### src/rtl/cla_pipe_adder.sv
// Two-stage pipelined carry-lookahead adder/subtractor with 4-bit groups, a second-level
// group lookahead and valid/ready handshaking. Optional saturation under CLA_PIPE_SAT_EN.
module cla_pipe_adder #(
  parameter int WIDTH = 16
) (
  input  logic             clk,
  input  logic             rst_n,
  input  logic             in_valid,
  output logic             in_ready,
  input  logic [WIDTH-1:0] a,
  input  logic [WIDTH-1:0] b,
  input  logic             cin,
  input  logic             sub,
`ifdef CLA_PIPE_SAT_EN
  input  logic             sat,
`endif
  output logic             out_valid,
  input  logic             out_ready,
  output logic [WIDTH-1:0] sum,
  output logic             cout,
  output logic             ovf,
  output logic             zero
);

  localparam int GROUPS = WIDTH / 4;

  if ((WIDTH % 4 != 0) || (WIDTH < 4) || (WIDTH > 64)) begin : g_bad_width
    $error("cla_pipe_adder: WIDTH must be a multiple of 4 in 4..64");
  end

  // Handshake
  logic s1_valid_q, out_valid_q;
  logic s2_ready, s1_load, s2_load;

  assign s2_ready = !out_valid_q | out_ready;
  assign in_ready = !s1_valid_q | s2_ready;
  assign s1_load  = in_valid & in_ready;
  assign s2_load  = s1_valid_q & s2_ready;

  // Stage 1: operand conditioning and per-bit / per-group propagate-generate
  logic [WIDTH-1:0]  b_eff, p_d, g_d, p_q, g_q;
  logic [GROUPS-1:0] gp_d, gg_d, gp_q, gg_q;
  logic              c0_d, c0_q;
`ifdef CLA_PIPE_SAT_EN
  logic              sat_q;
`endif

  // NOTE: every variable written in always_comb is assigned unconditionally first so no latch is inferred.
  always_comb begin
    b_eff = sub ? ~b : b;
    c0_d  = sub | cin;
    p_d   = a ^ b_eff;
    g_d   = a & b_eff;
    gp_d  = '0;
    gg_d  = '0;
    for (int k = 0; k < GROUPS; k++) begin
      gp_d[k] = &p_d[4*k +: 4];
      gg_d[k] = g_d[4*k+3]
              | (p_d[4*k+3] & g_d[4*k+2])
              | (p_d[4*k+3] & p_d[4*k+2] & g_d[4*k+1])
              | (p_d[4*k+3] & p_d[4*k+2] & p_d[4*k+1] & g_d[4*k]);
    end
  end

  // NOTE: data registers are reset too because the cleared output values are architecturally visible.
  // NOTE: sequential state uses non-blocking assignments so all flops update from pre-edge values.
  always_ff @(posedge clk or negedge rst_n) begin
    if (!rst_n) begin
      s1_valid_q <= 1'b0;
      p_q        <= '0;
      g_q        <= '0;
      gp_q       <= '0;
      gg_q       <= '0;
      c0_q       <= 1'b0;
`ifdef CLA_PIPE_SAT_EN
      sat_q      <= 1'b0;
`endif
    end else begin
      if (s1_load) begin
        s1_valid_q <= 1'b1;
        p_q        <= p_d;
        g_q        <= g_d;
        gp_q       <= gp_d;
        gg_q       <= gg_d;
        c0_q       <= c0_d;
`ifdef CLA_PIPE_SAT_EN
        sat_q      <= sat;
`endif
      end else if (s2_load) begin
        s1_valid_q <= 1'b0;
      end
    end
  end

  // Stage 2: group-level lookahead, intra-group carries, sum and flags
  logic [GROUPS:0]  grp_c;
  logic [WIDTH-1:0] bit_c, sum_raw, sum_d;
  logic             chain, cout_d, ovf_d, zero_d;

  always_comb begin
    grp_c    = '0;
    grp_c[0] = c0_q;
    chain    = 1'b0;
    for (int k = 1; k <= GROUPS; k++) begin
      // Sum-of-products form: each lower group's generate, propagated through the groups above it.
      chain = c0_q;
      for (int j = 0; j < k; j++) chain = chain & gp_q[j];
      grp_c[k] = chain;
      for (int j = 0; j < k; j++) begin
        chain = gg_q[j];
        for (int m = j + 1; m < k; m++) chain = chain & gp_q[m];
        grp_c[k] = grp_c[k] | chain;
      end
    end

    bit_c = '0;
    for (int k = 0; k < GROUPS; k++) begin
      bit_c[4*k]   = grp_c[k];
      bit_c[4*k+1] = g_q[4*k] | (p_q[4*k] & grp_c[k]);
      bit_c[4*k+2] = g_q[4*k+1] | (p_q[4*k+1] & g_q[4*k])
                   | (p_q[4*k+1] & p_q[4*k] & grp_c[k]);
      bit_c[4*k+3] = g_q[4*k+2] | (p_q[4*k+2] & g_q[4*k+1])
                   | (p_q[4*k+2] & p_q[4*k+1] & g_q[4*k])
                   | (p_q[4*k+2] & p_q[4*k+1] & p_q[4*k] & grp_c[k]);
    end

    sum_raw = p_q ^ bit_c;
    cout_d  = grp_c[GROUPS];
    ovf_d   = bit_c[WIDTH-1] ^ cout_d;
    sum_d   = sum_raw;
`ifdef CLA_PIPE_SAT_EN
    // A wrapped negative result means the true result overflowed positively, and vice versa.
    if (sat_q && ovf_d) begin
      sum_d = sum_raw[WIDTH-1] ? {1'b0, {(WIDTH-1){1'b1}}} : {1'b1, {(WIDTH-1){1'b0}}};
    end
`endif
    zero_d = ~|sum_d;
  end

  logic [WIDTH-1:0] sum_q;
  logic             cout_q, ovf_q, zero_q;

  always_ff @(posedge clk or negedge rst_n) begin
    if (!rst_n) begin
      out_valid_q <= 1'b0;
      sum_q       <= '0;
      cout_q      <= 1'b0;
      ovf_q       <= 1'b0;
      zero_q      <= 1'b0;
    end else begin
      if (s2_load) begin
        out_valid_q <= 1'b1;
        sum_q       <= sum_d;
        cout_q      <= cout_d;
        ovf_q       <= ovf_d;
        zero_q      <= zero_d;
      end else if (out_ready) begin
        out_valid_q <= 1'b0;
      end
    end
  end

  assign out_valid = out_valid_q;
  assign sum       = sum_q;
  assign cout      = cout_q;
  assign ovf       = ovf_q;
  assign zero      = zero_q;

endmodule

### config.mk
export PLATFORM = sky130hd
export DESIGN_NAME = cla_pipe_adder
export DESIGN_NICKNAME = d
export VERILOG_FILES = /design/src/rtl/cla_pipe_adder.sv
export SDC_FILE = /design/constraint.sdc
export NUM_CORES = 1
export LEC_CHECK = 0
export ABC_AREA = 0
export CAP_MARGIN = 25
export CORE_ASPECT_RATIO = 0.6
export CORE_MARGIN = 3
export CORE_UTILIZATION = 35
export CTS_CLUSTER_DIAMETER = 30
export DETAILED_ROUTE_END_ITERATION = 8
export MAX_ROUTING_LAYER = met4
export REMOVE_ABC_BUFFERS = 1
export SYNTH_ARGS = -nofsm -noshare
export SYNTH_HDL_FRONTEND = slang
export SYNTH_SLANG_ARGS = --single-unit
export TNS_END_PERCENT = 20
### constraint.sdc
create_clock -name clk -period 3.2 [get_ports clk]
set_input_delay 0.32 -clock clk [delete_from_list [all_inputs] [get_ports clk]]
set_output_delay 0.32 -clock clk [all_outputs]
set_load 0.02 [all_outputs]
==> results of run 1 <==
registers in the layout, summed over array words and instances (netlist names):
signal and flops:
ovf 1, gp_q 4, g_q 12, s1_valid_q 1, gg_q 4, zero 1
p_q 16, c0_q 1, out_valid 1, cout 1, sum 16
cell usage in the layout, fill, tap and decap left out, types with 4 or more instances in the layout:
cell type        synthesis  final
buf_4                    0      4
nand2b_1                 4      4
a21o_1                  12     12
a21oi_1                  9      9
clkdlybuf4s50_1          0     57
nand4_1                  5      5
xor2_1                  22     22
xnor2_1                  7      7
nand2_1                 25     25
o21ai_0                 20     20
dfrtp_1                 58     58
mux2_2                  37     37
nor2_1                   8      8
clkbuf_16                0      9
ha_1                    20     20
metrics by stage:
step / cells / instance area, um2 / util (%) / total power (W) / hold WS [ns]
after floorplan: 246 / 2940 / - / 0.001624 / 0.02441
after global placement: 416 / 3681 / 45.61 / 0.002046 / 0.2794
after detailed placement: 416 / 3681 / 45.61 / 0.002066 / 0.2840
after CTS: 433 / 4010 / 49.69 / 0.003082 / 0.4793
after global routing: 433 / 4010 / 49.69 / 0.003223 / 0.5088
final: 433 / 4010 / 49.69 / 0.003044 / 0.4771
cell type report:
class	instances	area (um2)
clock buffer	9	225.2
clock inverter	7	93.84
fill	747	4060
inverter	2	7.507
multi-input combinational	186	1481
sequential	58	1451
tap	108	135.1
timing repair buffer	63	615.6
power groups by stage:
stage	Sequential [W]	Clock (W)	Combinational [W]
final	0.00108	0.00100	0.000962
after global routing	0.00111	0.00106	0.00106
after CTS	0.00108	0.00102	0.000979
after detailed placement	0.00109	0	0.000972
after global placement	0.00109	0	0.000957
after floorplan	0.00119	0	0.000436
logic make-up (layout without fill, tap and decap cells):
kind of cell,count (synthesis),after routing,synth area share [%]
muxes,38,38,14.35
AOI/OAI and AO/OA,49,49,10.52
buffers and inverters,10,81,1.388
DFF,58,58,48.80
xor gates and xnor gates,29,29,8.540
and+or+nand+nor,50,50,7.994
adders and majority gates,20,20,8.414
metal layers:
layer | vias to the layer above | wire (um) | global-route usage (%)
li1 | 1047 | - | -
met1 | 992 | 3336 | 20.85
met2 | 51 | 2599 | 19.67
met3 | 5 | 347 | 3.920
met4 | 0 | 44 | 3.571
met5 | - | 0 | -
what timing repair did:
action | CTS | global route
endpoints found under the hold margin | 16 | 0
hold buffers | 1 | 0
setup endpoints to repair | 0 | 0
worst min path at each step:
stage                     startpoint       to  slack, ns  cells after the start
after CTS                    gp_q[2]  gp_q[2]       0.48                      2
after global routing         gp_q[3]  gp_q[3]       0.51                      2
after floorplan                rst_n     c0_q       0.02                      0
after global placement         rst_n   sum[6]       0.28                      1
after detailed placement       rst_n   p_q[6]       0.28                      1
final                          rst_n   sum[6]       0.48                      2
critical path: stages, from the launching register on:
cell,delay (ns)
dfrtp_1,0.41
a211oi_1,0.25
nor2_1,0.12
or2_2,0.32
ha_1,0.32
nor4_1,0.27
nand4_1,0.21
nor4_2,0.17
nand4b_1,0.18
o31ai_2,0.20
==> impl_metrics.toml, run 1 <==
[critical_path]
crit_required_ns = 3.43
rr_worst_depth = 9
r2r_slack_ns = 0.65
path_class = "flop to flop"
critPathLaunch = "gg_q[0]"
startpoint_type = "flop"
rr_endpoint = "zero"
r2r-start = "gg_q[0]"
worst_setup_path_end_kind = "flop"
crit_path_end = "zero"
cp_max_fo = 3
arrival_ns = 2.77

[route]
routed_via_density = 4.838
wl_per_cell_um = 14.61
route.detailed.drc = 0
ant_nets = 0
finalWirelength_mm = 6.327
drt_iter0_drc = 101
vias = 2095
drt_first_pass_iters = 4

[synthesis]
async_flop_share_pct = 100.0
synth_flop_cell = "dfrtp_1"
yosysMostFrequentCell = "dfrtp_1"
synth_area_mm2 = 0.002974
synth_top_area_share_pct = 48.80
synth_edf_count = 0
synth-seq-cells = 58
synth_common_cells = "dfrtp_1 (58), mux2_2 (37), nand2_1 (25)"
synth.yosys.warnings = 0
yosysSeqAreaShare_pct = 48.80
avgSynthCellArea_um2 = 11.71
yosysUniqueCellTypes = 29
netlist_instances = 254
synth_area_leader_cell = "dfrtp_1"
yosys-top-cells-area = "dfrtp_1 (49%), mux2_2 (14%), ha_1 (8.4%)"

[timing]
fin_crit_sh_pct = 79.53
tns_ns = 0
worstMarginPinSlew_ns = 0.9343
timing.fmax_mhz = 392.9
timing.final.max_slew_violations = 0
finalSetupViolations = 0
setup_slack_ns = 0.6549
rsz0062_at_grt = "false"
hold_viol = 0
skew_ns = 0.005669
min_period_ns = 2.545
relSlewSlack_pct = 37.56

[grt]
grt_pass1_vias = 2147
grt_pass1_wl_mm = 10.80
antenna_found_initial = 0
grt_usage_pct = 14.30
grt_max_degree = 47
gr-total-overflow = 0

[place]
gp_congestion = 0.7634
pre_cts_ws_ns = 0.7203
hpwl_mm = 4.891
numPortBuffers = 58

[cts]
numCtsBuffers = 9
clk_pin_slew_ns = 0.05
cts_root_buffer = "clkbuf_16"
post_cts_buffers = 0
cts.sinks = 58
cts_htree_levels = 3
cts_tree = "done"
post_cts_resized = 0
cts.path.max_buffers = 2
clock_latency_ns = 0.32

[power_and_ir_drop]
leakagePower_nw = 1.808
p_comb_share_pct = 31.6
irDropWorstVdd_v = 0.0003604
powerDensity_mw_per_mm2 = 759.2
p_int_w = 0.002110
p_sw_share_pct = 30.68
switchingPower_w = 0.0009340
p_clk_share_pct = 32.9
seqPwrFrac_pct = 35.5

[finish]
antenna_cells = 0
drive_gt1_share_pct = 19.38
nNetsFinal = 378
area_growth_pct = 34.83

[floorplan]
dieArea_mm2 = 0.009676
coreArea_mm2 = 0.008070
fp.dieW_um = 125.0
row_count = 25
start_util_pct = 36.85
io-pin-count = 59
die_h_um = 77.41

[run_status]
status = "finished clean"

[worst_hold_path]
worstHoldPathType = "primary input to async pin"

[run]
cap_violations = 0
(Power assumes the default switching activity.)
==> inputs of run 2 (changes only) <==
==> constraint.sdc (replaced) <==
create_clock -name clk -period 2.29 [get_ports clk]
set_input_delay 0.229 -clock clk [delete_from_list [all_inputs] [get_ports clk]]
set_output_delay 0.229 -clock clk [all_outputs]
set_load 0.02 [all_outputs]
==> run 2 against run 1 <==
Compared with the run above: largest power group unchanged; die area stayed put; critical path type unchanged; core utilization up 0.76 points; worst setup slack got worse by 0.54 ns; first-iteration DRC count unchanged; sequential power grew 41%; final area rose by 1.5%; power grew 36%; combinational power rose by 51%.
==> impl_metrics.toml, run 2 (synthesized netlist as in run 1, its figures left out) <==
[route]
routed_via_density = 4.805
ant_nets = 0
route.detailed.drc = 0
drt_first_pass_iters = 4
drt_iter0_drc = 101
vias = 2100
wl_per_cell_um = 15.03
finalWirelength_mm = 6.569

[critical_path]
path_delay_family = "simple AND/OR/NAND/NOR gates"
crit_slowest_cell = "dfrtp_1"
cp_max_fo = 3
startpoint_type = "flop"
max_stage_delay_ns = 0.41
worst_setup_path_end_kind = "flop"
crit_required_ns = 2.52
path_class = "flop to flop"
crit_buf_inv = 0
path_cells = "a211oi_2 -> nor2_1 -> or2_4 -> ha_4 -> nor4_4 -> nand4_1 -> nor4_2 -> nand4b_1 -> o31ai_2"
arrival_ns = 2.41

[timing]
relSlewSlack_pct = 67.27
timing.final.max_slew_violations = 0
rsz0062_at_grt = "true"
finalSetupViolations = 0
fin_crit_sh_pct = 95.17
skew_ns = 0.005584
hold_slack_ns = 0.4163
min_period_ns = 2.179
timing.fmax_mhz = 458.8
worstMarginPinSlew_ns = 0.4909
hold_viol = 0

[finish]
register_area_mm2 = 0.001451
multi_input_area_mm2 = 0.001529
final_cell_mix = "dfrtp_1 (58), clkdlybuf4s50_1 (57), mux2_2 (37), nand2_1 (25), xor2_1 (22)"
nNetsFinal = 382
final_util_pct = 50.45
drive_gt1_share_pct = 20.67
final_common_cell = "dfrtp_1"
area_growth_pct = 36.90
fillers = 769
antenna_cells = 0

[worst_hold_path]
worstHoldPathType = "primary input to async pin"

[cts]
cts_tree = "done"
clock_latency_ns = 0.32
cts.sinks = 58
cts.path.max_buffers = 2
numCtsBuffers = 9
cts_root_buffer = "clkbuf_16"
cts_htree_levels = 3
clk_pin_slew_ns = 0.05

[floorplan]
row_count = 25
dieArea_mm2 = 0.009676
start_util_pct = 36.85
fp.dieW_um = 125.0
io-pin-count = 59
die_h_um = 77.41
coreArea_mm2 = 0.008070

[grt]
gr-total-overflow = 0
antenna_found_initial = 0
grt_pass1_vias = 2020
grt_max_degree = 47
grt_usage_pct = 14.83
grt_pass1_wl_mm = 10.87

[run]
cap_violations = 0

[run_status]
status = "finished clean"

[power_and_ir_drop]
seqPwrFrac_pct = 36.7
switchingPower_w = 0.001323
p_int_w = 0.002814
p_comb_share_pct = 35.0
p_clk_share_pct = 28.3
leakagePower_nw = 1.825
irDropWorstVdd_v = 0.0004942
p_sw_share_pct = 31.97
powerDensity_mw_per_mm2 = 1016

[place]
gp_congestion = 0.8570
hpwl_mm = 5.056
numPortBuffers = 58
==> run 2: cell types whose count changed in the layout (fill, tap and decap cells not counted), sizes merged <==
cell and change:
buf +4, bufinv -2, clkbuf +4, clkinvlp -2
==> run 2: path summary, 6_finish.rpt <==
| check | depth (start not counted) | slack, ns | endpoint | start |
|---|---|---|---|---|
| setup / recovery | 9 | 0.11 | zero | gg_q[0] |
| setup reg to reg | 9 | 0.11 | zero | gg_q[0] |
| hold reg to reg | 2 | 0.48 | sum[1] | sum[1] |
| max in group asynchronous | 3 | 1.21 | gp_q[2] | rst_n |
| hold / removal | 2 | 0.42 | p_q[7] | rst_n |
| min in group clk | 2 | 0.48 | sum[1] | sum[1] |
==> run 2: per-layer routing <==
| layer | global-route usage [%] | part of all wire, % |
|---|---|---|
| met1 | 21.92 | 55 |
| met2 | 19.45 | 40 |
| met3 | 4.677 | 3.9 |
| met4 | 3.896 | 1.1 |
| met5 | - | 0 |
==> run 2: timing repair <==
item	in CTS	in global routing
resized for setup	1	5
endpoints found under the setup margin	1	1
pin swaps	0	6
setup buffers	0	1
hold endpoints to repair	19	0
hold buffers	1	0
==> run 2: layout make-up <==
type / count / area share (%)
Sequential cell: 58 / 35.65
Tap cell: 108 / 3.319
Clock inverter: 3 / 0.3688
Clock buffer: 13 / 6.146
Inverter: 2 / 0.1844
Timing Repair Buffer: 67 / 16.78
Multi-Input combinational cell: 186 / 37.55
==> run 2: power groups by stage <==
stage	registers [W]	logic (W)	clock network, W
finish	0.00152	0.00145	0.00117
global route	0.00156	0.00158	0.00126
CTS	0.00152	0.00140	0.00120
detailed placement	0.00153	0.00139	0
global placement	0.00152	0.00138	0
floorplan	0.00166	0.000610	0
==> run 2: through the flow <==
step / setup TNS (ns) / power, W / cells / worst slack (ns) / cell area [um2]
floorplan: 0 / 0.002269 / 246 / 0.09535 / 2940
global placement: 0 / 0.002894 / 419 / 0.08205 / 3741
detailed placement: 0 / 0.002923 / 419 / 0.01491 / 3741
CTS: 0 / 0.004119 / 436 / 0.01632 / 4021
global route: -0.09101 / 0.004391 / 437 / -0.09101 / 4071
finish: 0 / 0.004136 / 437 / 0.1106 / 4071
==> run 2: worst register-to-register path: stages (launching register included) <==
cell and delay [ns]:
dfrtp_1 0.41, a211oi_2 0.20, nor2_1 0.08, or2_4 0.25
ha_4 0.23, nor4_4 0.19, nand4_1 0.13, nor4_2 0.22
nand4b_1 0.15, o31ai_2 0.23
==> inputs of run 3 (changes only) <==
--- a/config.mk
+++ b/config.mk
@@ -7,12 +7,16 @@
 export LEC_CHECK = 0
 export ABC_AREA = 0
 export CAP_MARGIN = 25
+export CELL_PAD_IN_SITES_DETAIL_PLACEMENT = 1
+export CELL_PAD_IN_SITES_GLOBAL_PLACEMENT = 1
 export CORE_ASPECT_RATIO = 0.6
 export CORE_MARGIN = 3
 export CORE_UTILIZATION = 35
+export CTS_BUF_LIST = sky130_fd_sc_hd__clkbuf_4
 export CTS_CLUSTER_DIAMETER = 30
 export DETAILED_ROUTE_END_ITERATION = 8
 export MAX_ROUTING_LAYER = met4
+export PLACE_DENSITY_LB_ADDON = 0.1
 export REMOVE_ABC_BUFFERS = 1
 export SYNTH_ARGS = -nofsm -noshare
 export SYNTH_HDL_FRONTEND = slang
==> constraint.sdc (replaced) <==
create_clock -name clk -period 2.29 [get_ports clk]
set_input_delay 0.458 -clock clk [delete_from_list [all_inputs] [get_ports clk]]
set_output_delay 0.458 -clock clk [all_outputs]
set_load 0.02 [all_outputs]
==> run 3 against run 2 <==
Compared with the run above: non-clock buffer count up 15; first-iteration DRC count up 0.99%; count of clock-buffer cells in the layout down 2; routed wire length up 17%; critical endpoint unchanged; power down 12%; clock skew up 0.0045 ns; via count up 3.8%; die area unchanged; register-to-register slack worse by 0.11 ns; global-route usage up 2.8 points; final cell count up 2.7%.
==> impl_metrics.toml, run 3 (synthesized netlist as in run 1, its figures left out) <==
[run_status]
status = "finished clean"

[power_and_ir_drop]
seqPwrFrac_pct = 41.4
p_clk_share_pct = 16.2
finalPower_w = 0.003639
leakagePower_nw = 1.814
powerDensity_mw_per_mm2 = 910.3
p_sw_share_pct = 35.89
switchingPower_w = 0.001306
p_int_w = 0.002333
p_comb_share_pct = 42.4
irDropWorstVdd_v = 0.0002701

[floorplan]
die_h_um = 77.41
dieArea_mm2 = 0.009676
io-pin-count = 59
row_count = 25
fp.dieW_um = 125.0
start_util_pct = 36.85
coreArea_mm2 = 0.008070

[cts]
clk_pin_slew_ns = 0.09
numCtsBuffers = 9
cts_tree = "done"
cts.sinks = 58
cts.path.max_buffers = 2
cts_htree_levels = 3
cts_root_buffer = "clkbuf_4"
clock_latency_ns = 0.42

[route]
drt_iter0_drc = 102
wl_per_cell_um = 17.18
vias = 2180
route.detailed.drc = 0
ant_nets = 0
drt_first_pass_iters = 4
finalWirelength_mm = 7.713
routed_via_density = 4.855

[grt]
grt_pass1_wl_mm = 12.80
antenna_found_initial = 0
grt_pass1_vias = 2362
grt_usage_pct = 17.65
grt_max_degree = 47
gr-total-overflow = 0

[timing]
finalSetupViolations = 0
hold_viol = 0
fin_crit_sh_pct = 99.80
hold_slack_ns = 0.4863
timing.final.max_slew_violations = 0
skew_ns = 0.01012
setup_slack_ns = 0.004528
timing.fmax_mhz = 437.5
rsz0062_at_grt = "true"
worstMarginPinSlew_ns = 0.5262
relSlewSlack_pct = 64.92
min_period_ns = 2.285

[critical_path]
cp_max_fo = 2
critPathLaunch = "gp_q[0]"
path_class = "flop to flop"
path_cells = "a211oi_2 -> nor2_1 -> or2_4 -> ha_4 -> nor4_4 -> buf_4 -> nand4_1 -> nor4_2 -> nand4b_1 -> o31ai_2"
max_stage_delay_ns = 0.41
arrival_ns = 2.62
path_delay_family = "simple AND/OR/NAND/NOR gates"
r2r-start = "gp_q[0]"
worst_setup_path_end_kind = "flop"
crit_required_ns = 2.63
crit_slowest_cell = "dfrtp_1"
startpoint_type = "flop"
crit_buf_inv = 1

[finish]
area_growth_pct = 34.41
final_cell_mix = "dfrtp_1 (57), clkdlybuf4s50_1 (57), mux2_2 (37), nand2_1 (25), xor2_1 (22)"
stdcell_area_mm2 = 0.003998
antenna_cells = 0
drive_gt1_share_pct = 24.05
nNetsFinal = 397
finalNonFillerCells = 449

[place]
gp_congestion = 0.7748
post-place-cells = 434
pre_cts_ws_ns = -0.2641
hpwl_mm = 5.887
placed_area_mm2 = 0.003841
numPortBuffers = 58

[worst_hold_path]
worstHoldPathType = "flop to flop"
min_from = "sum[7]"

[run]
cap_violations = 0
[run 3: cell count changes in the layout (fill, tap and decap cells not counted), moves of 2 or more]
cell	delta
clkbuf_4	+11
clkbuf_1	-3
clkbuf_16	-9
buf_4	+16
clkinv_1	+2
clkinv_2	-3
[run 3: power by group through the flow]
stage          combinational, W  clock [W]  sequential (W)
4_1_cts                 0.00155   0.000613         0.00151
3_3_place_gp            0.00148          0         0.00151
2_1_floorplan          0.000610          0         0.00166
3_5_place_dp            0.00150          0         0.00153
5_1_grt                 0.00168   0.000659         0.00155
6_report                0.00154   0.000588         0.00151
[run 3: worst reg2reg max path, cell delays in order (launching register included)]
cell and delay [ns]:
dfrtp_1 0.41, a211oi_2 0.22, nor2_1 0.08, or2_4 0.25, ha_4 0.23, nor4_4 0.25
buf_4 0.14, nand4_1 0.12, nor4_2 0.17, nand4b_1 0.15, o31ai_2 0.19
[run 3: through the flow]
stage,TNS (ns),util (%)
after CTS,-0.08020,49.41
after floorplan,0,-
after global placement,-0.2275,47.60
final,0,49.53
after detailed placement,-0.5290,47.60
after global routing,-0.1399,49.53
[run 3: final timing paths]
kind / endpoint / slack, ns / depth (start not counted)
worst max-delay path: zero / 0.005 / 10
worst min-delay path: sum[7] / 0.49 / 2
worst max register to register: zero / 0.005 / 10
worst min register to register: sum[7] / 0.49 / 2
max in group asynchronous: gg_q[1] / 1.14 / 3
min in group asynchronous: p_q[6] / 0.53 / 2
[run 3: cell type report]
type	instances	area (um2)
fill	902	4073
multi-input combinational	186	1529
sequential	58	1453
timing repair buffer	82	783.3
tap	108	135.1
clock buffer	11	82.58
clock inverter	2	7.507
inverter	2	7.507
[run 3: routing by layer]
layer	GRT usage (%)	part of all wire (%)	up-vias
li1	-	-	1071
met3	5.365	4.3	10
met5	-	0	-
met1	24.49	53	1054
met4	5.087	1.2	0
met2	25.03	42	45
[run 3: timing repair]
item / in CTS / in global routing
setup buffers: 1 / 0
hold endpoints to repair: 20 / 0
pin swaps: 4 / 1
hold buffers: 1 / 0
resized for setup: 5 / 3
setup endpoints to repair: 1 / 1
